--- config.mk ---
export PLATFORM = sky130hd
export DESIGN_NAME = instr_mem_arbiter
export DESIGN_NICKNAME = d
export VERILOG_FILES = /design/src/rtl/instr_mem_arbiter.sv
export SDC_FILE = /design/constraint.sdc
export NUM_CORES = 1
export LEC_CHECK = 0
export BUFFER_PORTS_ARGS = -buffer_cell sky130_fd_sc_hd__buf_2
export CAP_MARGIN = 15
export CORE_AREA = 2 2 81 83
export DETAILED_ROUTE_END_ITERATION = 12
export DIE_AREA = 0 0 83 85
export GPL_ROUTABILITY_DRIVEN = 0
export HOLD_SLACK_MARGIN = 0.06
export PLACE_DENSITY_LB_ADDON = 0.3
export SYNTH_ARGS = -nofsm -noshare
export SYNTH_HDL_FRONTEND = slang
export SYNTH_SLANG_ARGS = --single-unit
--- constraint.sdc ---
create_clock -name clk_i -period 1.7 [get_ports clk_i]
set_clock_uncertainty 0.15 [all_clocks]
set_input_delay 0 -clock clk_i [delete_from_list [all_inputs] [get_ports clk_i]]
set_output_delay 0 -clock clk_i [all_outputs]
set_load 0.02 [all_outputs]
--- src/rtl/instr_mem_arbiter.sv ---
// Two-port instruction-fetch arbiter: shares one memory port and routes in-order responses via an ID FIFO.
// Optional macro IMEM_ARB_FIXED_PRIO_EN selects fixed core-0 priority instead of round-robin.
module instr_mem_arbiter #(
    parameter int unsigned MAX_OUTSTANDING = 2
) (
    input  logic        clk_i,
    input  logic        rst_ni,

    input  logic        c0_req_i,
    output logic        c0_gnt_o,
    input  logic [31:0] c0_addr_i,
    output logic        c0_rvalid_o,
    output logic [31:0] c0_rdata_o,
    output logic        c0_err_o,

    input  logic        c1_req_i,
    output logic        c1_gnt_o,
    input  logic [31:0] c1_addr_i,
    output logic        c1_rvalid_o,
    output logic [31:0] c1_rdata_o,
    output logic        c1_err_o,

    output logic        instr_req_o,
    input  logic        instr_gnt_i,
    output logic [31:0] instr_addr_o,
    input  logic        instr_rvalid_i,
    input  logic [31:0] instr_rdata_i,
    input  logic        instr_err_i,

    output logic        proto_err_o
);

    localparam int unsigned PTR_W = (MAX_OUTSTANDING > 1) ? $clog2(MAX_OUTSTANDING) : 1;
    localparam int unsigned CNT_W = $clog2(MAX_OUTSTANDING + 1);

    logic [MAX_OUTSTANDING-1:0] id_mem_q, id_mem_d;
    logic [PTR_W-1:0]           wr_ptr_q, wr_ptr_d;
    logic [PTR_W-1:0]           rd_ptr_q, rd_ptr_d;
    logic [CNT_W-1:0]           count_q, count_d;
    logic                       proto_err_q, proto_err_d;

    logic req_any;
    logic full;
    logic empty;
    logic winner;
    logic handshake;
    logic pop;
    logic head_id;

`ifndef IMEM_ARB_FIXED_PRIO_EN
    logic rr_q, rr_d;
    logic both_req;
`endif

    function automatic logic [PTR_W-1:0] next_ptr(input logic [PTR_W-1:0] ptr);
        if (MAX_OUTSTANDING == 1) begin
            return '0;
        end
        return ptr + 1'b1;
    endfunction

    // Request path; everything is gated by rst_ni so outputs drop immediately on reset.
    always_comb begin
        req_any = c0_req_i | c1_req_i;
        full    = (count_q == CNT_W'(MAX_OUTSTANDING));
`ifdef IMEM_ARB_FIXED_PRIO_EN
        winner  = c1_req_i & ~c0_req_i;
`else
        both_req = c0_req_i & c1_req_i;
        winner   = both_req ? rr_q : c1_req_i;
`endif
        instr_req_o  = rst_ni & req_any & ~full;
        instr_addr_o = '0;
        if (rst_ni && req_any) begin
            instr_addr_o = winner ? c1_addr_i : c0_addr_i;
        end
        handshake = instr_req_o & instr_gnt_i;
        c0_gnt_o  = handshake & ~winner;
        c1_gnt_o  = handshake & winner;
    end

    // Response path: the FIFO head names the core that issued the oldest outstanding fetch.
    always_comb begin
        empty   = (count_q == '0);
        pop     = rst_ni & instr_rvalid_i & ~empty;
        head_id = id_mem_q[rd_ptr_q];

        c0_rvalid_o = pop & ~head_id;
        c1_rvalid_o = pop & head_id;
        c0_rdata_o  = '0;
        c1_rdata_o  = '0;
        c0_err_o    = 1'b0;
        c1_err_o    = 1'b0;
        if (pop && !head_id) begin
            c0_rdata_o = instr_rdata_i;
            c0_err_o   = instr_err_i;
        end
        if (pop && head_id) begin
            c1_rdata_o = instr_rdata_i;
            c1_err_o   = instr_err_i;
        end
        proto_err_o = proto_err_q;
    end

    always_comb begin
        id_mem_d    = id_mem_q;
        wr_ptr_d    = wr_ptr_q;
        rd_ptr_d    = rd_ptr_q;
        count_d     = count_q;
        proto_err_d = proto_err_q | (instr_rvalid_i & empty);

        if (handshake) begin
            id_mem_d[wr_ptr_q] = winner;
            wr_ptr_d           = next_ptr(wr_ptr_q);
        end
        if (pop) begin
            rd_ptr_d = next_ptr(rd_ptr_q);
        end

        // A push and a pop in the same cycle leave the occupancy unchanged.
        case ({handshake, pop})
            2'b10:   count_d = count_q + 1'b1;
            2'b01:   count_d = count_q - 1'b1;
            default: count_d = count_q;
        endcase
    end

`ifndef IMEM_ARB_FIXED_PRIO_EN
    // The pointer only moves on contention so a lone requester never disturbs fairness.
    always_comb begin
        rr_d = rr_q;
        if (handshake && both_req) begin
            rr_d = ~winner;
        end
    end
`endif

    always_ff @(posedge clk_i or negedge rst_ni) begin
        if (!rst_ni) begin
            id_mem_q    <= '0;
            wr_ptr_q    <= '0;
            rd_ptr_q    <= '0;
            count_q     <= '0;
            proto_err_q <= 1'b0;
        end else begin
            id_mem_q    <= id_mem_d;
            wr_ptr_q    <= wr_ptr_d;
            rd_ptr_q    <= rd_ptr_d;
            count_q     <= count_d;
            proto_err_q <= proto_err_d;
        end
    end

`ifndef IMEM_ARB_FIXED_PRIO_EN
    always_ff @(posedge clk_i or negedge rst_ni) begin
        if (!rst_ni) begin
            rr_q <= 1'b0;
        end else begin
            rr_q <= rr_d;
        end
    end
`endif

endmodule

==> results of run 1 <==
[timing repair]
| item | CTS | global route |
|---|---|---|
| pin swaps | 2 | 5 |
| buffers inserted | 2 | 5 |
| hold buffers | 4 | 0 |
| hold endpoints to repair | 11 | 0 |
| gates resized for setup | 4 | 46 |
| gates cloned | 1 | 7 |
| endpoints found under the setup margin | 69 | 56 |
[area by class of cell]
| class | count | area share |
|---|---|---|
| well taps | 77 | 0.03090 |
| inverters | 2 | 0.002408 |
| repair buffers | 235 | 0.4683 |
| multi-input cells | 194 | 0.4189 |
| flip-flops and latches | 8 | 0.06501 |
| clock buffers | 4 | 0.01445 |
[stage by stage]
stage	hold slack, ns	instances	total power [uW]	worst slack (ns)	util
3_3_place_gp	-0.2159	499	2301	0.07224	0.4336
6_report	0.08966	520	3097	0.0006459	0.5025
5_1_grt	0.1352	520	3288	-0.04918	0.5025
4_1_cts	0.06917	509	2674	0.0002591	0.4551
3_5_place_dp	-0.2127	499	2322	0.04651	0.4336
2_1_floorplan	-0.4456	238	1661	-0.03869	-
[flip-flops by register name, summed over array words and instances (netlist names)]
register and cells:
count_q 2, id_mem_q 2, proto_err_o 1, rd_ptr_q 1, rr_q 1, wr_ptr_q 1
[tightest hold or removal path: cells and delay by family]
kind | cells | cell delay [ns]
buffers and inverters | 1 | 0.10
AND/OR/NAND/NOR | 2 | 0.22
XOR/XNOR | 1 | 0.11
[path summary, 6_finish.rpt]
check                                          to  slack, ns  cells past startpoint
max                                c1_rdata_o[10]     0.0006                      7
min                              rr_q$_DFFE_PN0P_       0.09                      4
max reg2reg                count_q[1]$_DFFE_PN0P_     0.0006                      6
min reg2reg                 proto_err_o$_DFF_PN0_       0.33                      1
max in group asynchronous    rd_ptr_q$_DFFE_PN0P_       0.88                      3
min in group asynchronous  count_q[1]$_DFFE_PN0P_       0.21                      3
[layout by cell type (no fill, tap or decap), drive strengths merged]
master	instances
dfrtp	8
nor2	7
and3	66
mux2	3
nor3	3
o21ai	33
mux2i	1
xor2	3
nor4b	1
clkbuf	7
inv	2
ha	1
nor4	1
nor2b	2
o211ai	32
nand2	2
or3	1
buf	228
a21oi	32
dlygate4sd3	4
o41ai	2
a21o	1
xnor2	3
[cell families after synthesis]
kind of cell,synth area share
AOI/OAI and AO/OA,0.3861
xor gates and xnor gates,0.03393
adders and majority gates,0.008076
buffers and inverters,0.1001
DFF,0.1292
muxes,0.02100
and+or+nand+nor,0.3215
[layer usage]
metal / track usage / wire, um / vias up
li1: - / - / 1311
met1: 0.2079 / 3267 / 1268
met2: 0.3409 / 4119 / 153
met3: 0.02335 / 612 / 11
met4: 0.03726 / 110 / 0
met5: 0 / 0 / -
[power groups by stage]
stage / registers [uW] / logic, uW / clock network [uW]
detailed placement: 380 / 1940 / 0
finish: 410 / 2440 / 247
global route: 423 / 2610 / 260
CTS: 373 / 2050 / 252
floorplan: 362 / 1300 / 0
global placement: 375 / 1930 / 0
==> results.md, run 1 <==
- Final setup viols: 0
- Antenna Cells: 0
- DRT iter0 DRCs: about 140
- Post-DP HPWL: 5.162 mm
- CP required: 1.55 ns
- Antenna violations before repair: 0
- Starting Density: 0.2496
- Ys Warns: 0
- Layout area overhead: 101.3%
- Leakage Power: 0.001856 uW
- Post-Syn Nets: between 300 and 400
- Most frequent cell after synthesis: and3_1
- Ys async rst share: 1.000
- Nets@finish: about 550
- Sequential cell area: 202.7 um2
- Final Hold Violating Endpoints: 0
- Flop pwr share: 0.133
- I/O pin total: 207
- Max Cap Viol: 0
- Synth area leader: and3_1
- Root cell of the clock tree: clkbuf_8
- Vias in the first global route: 2404
- Seq/Total Area, Yosys: 0.1292
- Die Area: 7055 um2
- Gr usage total: 0.1768
- Residual DRC count: 0
- Flop and latch count out of synthesis: 8
- Row cnt: 29
- Worst r2r src: count_q[1]$_DFFE_PN0P_
- Hold Crit Class: in2reg
- Vias per inst: 5.275
- Top cells by area, synth: and3_1 (27%), o211ai_1 (16%), dfrtp_1 (13%), a21oi_1 (10%), o21ai_0 (9.0%)
- Largest net degree at the start of global routing: 37
- DP Area: 2690 um2
- Least-Margin Pin Slew: 0.5220 ns
- RSZ-0062 raised after global routing: yes
- Share of cells above drive strength 1: 0.5779
- Nature of the critical path endpoint: primary output
- Via count: 2743
- Most frequent cells after synthesis: and3_1 (66), a21oi_1 (32), o211ai_1 (32)
- Crit path DAT: between 1.5 and 2 ns
- CP most frequent cell: nor2_4
- Clk slew on worst S/H paths: 0.04 ns
- Wire length per cell: approximately 16 um
- Sw Ratio: 0.5199
- Finished layout cell area: 3118 um2
- WS Path Type: reg2out
- CTS H-tree lvls: 1
- Startpoint Class: flop
- Die H: 85 um
- Cell at the slowest stage of the critical path: dfrtp_1
- CP cell instances: buf_4 > nor2_4 > nor2_4 > buf_12 > clkbuf_16 > and3_1 > buf_2
- Worst Path Max Fanout: 9
- IO Port Bufs: 206
- EDFF count, synth: 0
- Drt total wl: 8.108 mm
- Internal: around 1500 uW
- Clock power share: 0.080
- Tcrit/Tclk final: 0.9996
- Buffers & Inverters on Critical Path: 4
- Core Box Area: between 6000 and 7000 um2
- Distinct cells, synth: 27
- VDD IR-drop max: roughly 540 uV
- GRT overflow: 0
- Setup TNS: 0 ns
- Slew margin rel.: 0.6515
- Power per cell area: 993.2 nW/um2
- Mapped cell area: 1549 um2
- Die X: 83 um
- Fillers: ~610
- CP Launch Point: count_q[1]$_DFFE_PN0P_
- Net switching power figure: approximately 1600 uW
- CTS Buf Count: 3
- F_max: around 600 MHz
- Clk Latency, worst-skew pair: 0.23 ns
- Combinational share of power: 0.788
- Max stage delay on crit path: about 0.37 ns
- TritonCTS clock tree: done
- Top_reg_cell synth: dfrtp_1
- Mapped Avg Cell Area: approximately 6.5 um2
- Sink Count: 8
- Area of the multi-input gates: ~1300 um2
- Fin crit period: 1.699 ns
- CP top delay family: buffers and inverters
- First-pass GRT wire length: 10.84 mm
- Hold_sp: instr_gnt_i
- Post-synthesis cell count: ~240
- Fin. max-slew vios: 0
- DRT antenna net count: 0
- Top-area cell type share of the netlist area: 0.2666
- Outcome: finished clean
- Maximum buffer depth of the clock tree: 2
- Drt pass-1 iters: 4
(Power assumes the default switching activity.)
==> inputs of run 2 (changes only) <==
--- a/config.mk
+++ b/config.mk
@@ -8,6 +8,7 @@
 export BUFFER_PORTS_ARGS = -buffer_cell sky130_fd_sc_hd__buf_2
 export CAP_MARGIN = 15
 export CORE_AREA = 2 2 81 83
+export CTS_BUF_LIST = sky130_fd_sc_hd__clkbuf_2
 export DETAILED_ROUTE_END_ITERATION = 12
 export DIE_AREA = 0 0 83 85
 export GPL_ROUTABILITY_DRIVEN = 0
==> run 2 against run 1 <==
Against the previous run: the flow now finishes with violations (negative setup slack); clock power is 43% lower; sequential share of layout area is 0.090 points lower; largest cell class unchanged; cell area rose by 1.4%; critical path type is now reg2reg; flip-flop and latch count unchanged; power decreased by 3.9%.
==> results.md, run 2 (synthesis gave the netlist of run 1 again) <==
- CP endpoint: count_q[1]$_DFFE_PN0P_
- Setup WS post-layout: -0.02489 ns
- Row cnt: 29
- CP Launch Point: count_q[1]$_DFFE_PN0P_
- Finished Core Util: 0.5096
- Failing checks: negative setup slack
- TritonCTS clock tree: done
- Fin. max-slew vios: 0
- Nature of the critical path endpoint: flop
- Least-Margin Pin Slew: 0.5377 ns
- Share of cells above drive strength 1: 0.5714
- Top Usage Layer GRT: met2
- VDD IR-drop max: 758.5 uV
- Die X: roughly 83 um
- Total Power: 2976 uW
- Leakage Power: 0.001819 uW
- Die H: 85 um
- GR Util met1: 0.2097
- Post-DP HPWL: between 5 and 6 mm
- Outcome: complete, but fails checks
- Core Box Area: slightly above 6000 um2
- Die Area: 7055 um2
- Maximum buffer depth of the clock tree: 2
- Clk slew on worst S/H paths: 0.09 ns
- Crit path DAT: about 1.8 ns
- DRT iter0 DRCs: 138
- Residual DRC count: 0
- Max Cap Viol: 0
- Biggest regs: count_q x2, id_mem_q x2
- CTS Buf Count: 3
- Worst Path Max Fanout: 5
- Vias in the first global route: 2391
- Tcrit/Tclk final: 1.015
- WS Path Type: reg2reg
- Final setup viols: 1
- GR Util met3: 0.02724
- Worst r2r src: count_q[1]$_DFFE_PN0P_
- Wire length per cell: 15.22 um
- Slew margin rel.: 0.6410
- Startpoint Class: flop
- RSZ-0062 raised after global routing: yes
- Starting Density: 0.2496
- Final Hold Violating Endpoints: 0
- Commonest non-fill, non-tap cell in the layout: buf_2
- Power per cell area: 941.3 nW/um2
- First-pass GRT wire length: approximately 11 mm
- I/O pin total: 207
- Antenna Cells: 0
- Clk Latency, worst-skew pair: between 0.2 and 0.3 ns
- Hold Crit Class: in2reg
- CTS H-tree lvls: 1
- Nets@finish: between 500 and 600
- Largest net degree at the start of global routing: 37
- Reg2Reg Capture Point: count_q[1]$_DFFE_PN0P_
- Via count: 2704
- Drt total wl: 7.882 mm
- Grt met2 use: 0.3387
- IO Port Bufs: a little over 200
- Gr usage total: 0.1774
- GRT overflow: 0
- DRT antenna net count: 0
- Root cell of the clock tree: clkbuf_2
- Worst r2r path cells: 6
- Vias per inst: 5.220
- F_max: 579.7 MHz
- Fin crit period: 1.725 ns
- Sink Count: 8
- Drt pass-1 iters: 4
- Layout area overhead: 104.1%
- Reg2reg setup slack: -0.02 ns
- Leading cell types in the layout, fill and taps excluded: buf_2 (133), buf_4 (74), and3_1 (62)
- Antenna violations before repair: 0
- Hold slack final: between 0.1 and 0.15 ns
- CP required: roughly 1.7 ns
## run 2: worst min-delay path by stage
stage	from	cells after the start	end	slack [ns]
after CTS	c1_req_i	4	id_mem_q[0]$_DFFE_PN0P_	0.13
after floorplan	rst_ni	0	count_q[0]$_DFFE_PN0P_	-0.45
after global routing	c1_req_i	4	id_mem_q[0]$_DFFE_PN0P_	0.15
final	c1_req_i	4	id_mem_q[0]$_DFFE_PN0P_	0.15
after global placement	rst_ni	2	proto_err_o$_DFF_PN0_	-0.22
after detailed placement	rst_ni	2	proto_err_o$_DFF_PN0_	-0.21
## run 2: through the flow
step | setup TNS (ns) | cells | setup WS (ns) | instance area [um2]
after floorplan | -0.03869 | 238 | -0.03869 | 1584
after global placement | 0 | 499 | 0.07224 | 2690
after detailed placement | 0 | 499 | 0.04651 | 2690
after CTS | 0 | 511 | 0.002296 | 2820
after global routing | -2.233 | 518 | -0.08101 | 3162
final | -0.02489 | 518 | -0.02489 | 3162
## run 2: repair_timing
item | 4_1_cts | 5_1_grt
buffers inserted | 3 | 3
hold buffers | 5 | 0
gates cloned | 1 | 4
gates resized for setup | 5 | 102
endpoints found under the hold margin | 11 | 0
pin swaps | 2 | 9
endpoints found under the setup margin | 69 | 84
## run 2: final cells by class
class | count | area, um2
inverter | 2 | 7.507
timing repair buffer | 233 | 1543
fill | 601 | 3043
multi-input combinational | 194 | 1292
tap | 77 | 96.34
clock buffer | 4 | 20.02
sequential | 8 | 202.7
## run 2: metal layers
metal | up-vias | part of all wire
li1 | 1309 | -
met1 | 1256 | 0.40
met5 | - | 0
met2 | 133 | 0.52
met3 | 6 | 0.069
met4 | 0 | 0.0063
## run 2: critical path, cell delays in order, from the launching register on
cell and delay, ns:
dfrtp_1 0.39, nor2b_4 0.13, or3_4 0.41, ha_4 0.17, xnor2_1 0.11, nor2_1 0.12, xor2_1 0.17
## run 2: power breakdown
group          leakage (uW)  total, uW  internal (uW)  switching [uW]
combinational       0.00171       2430           1060            1370
clock             0.0000166        142           62.5            79.3
sequential        0.0000908        404            280             124
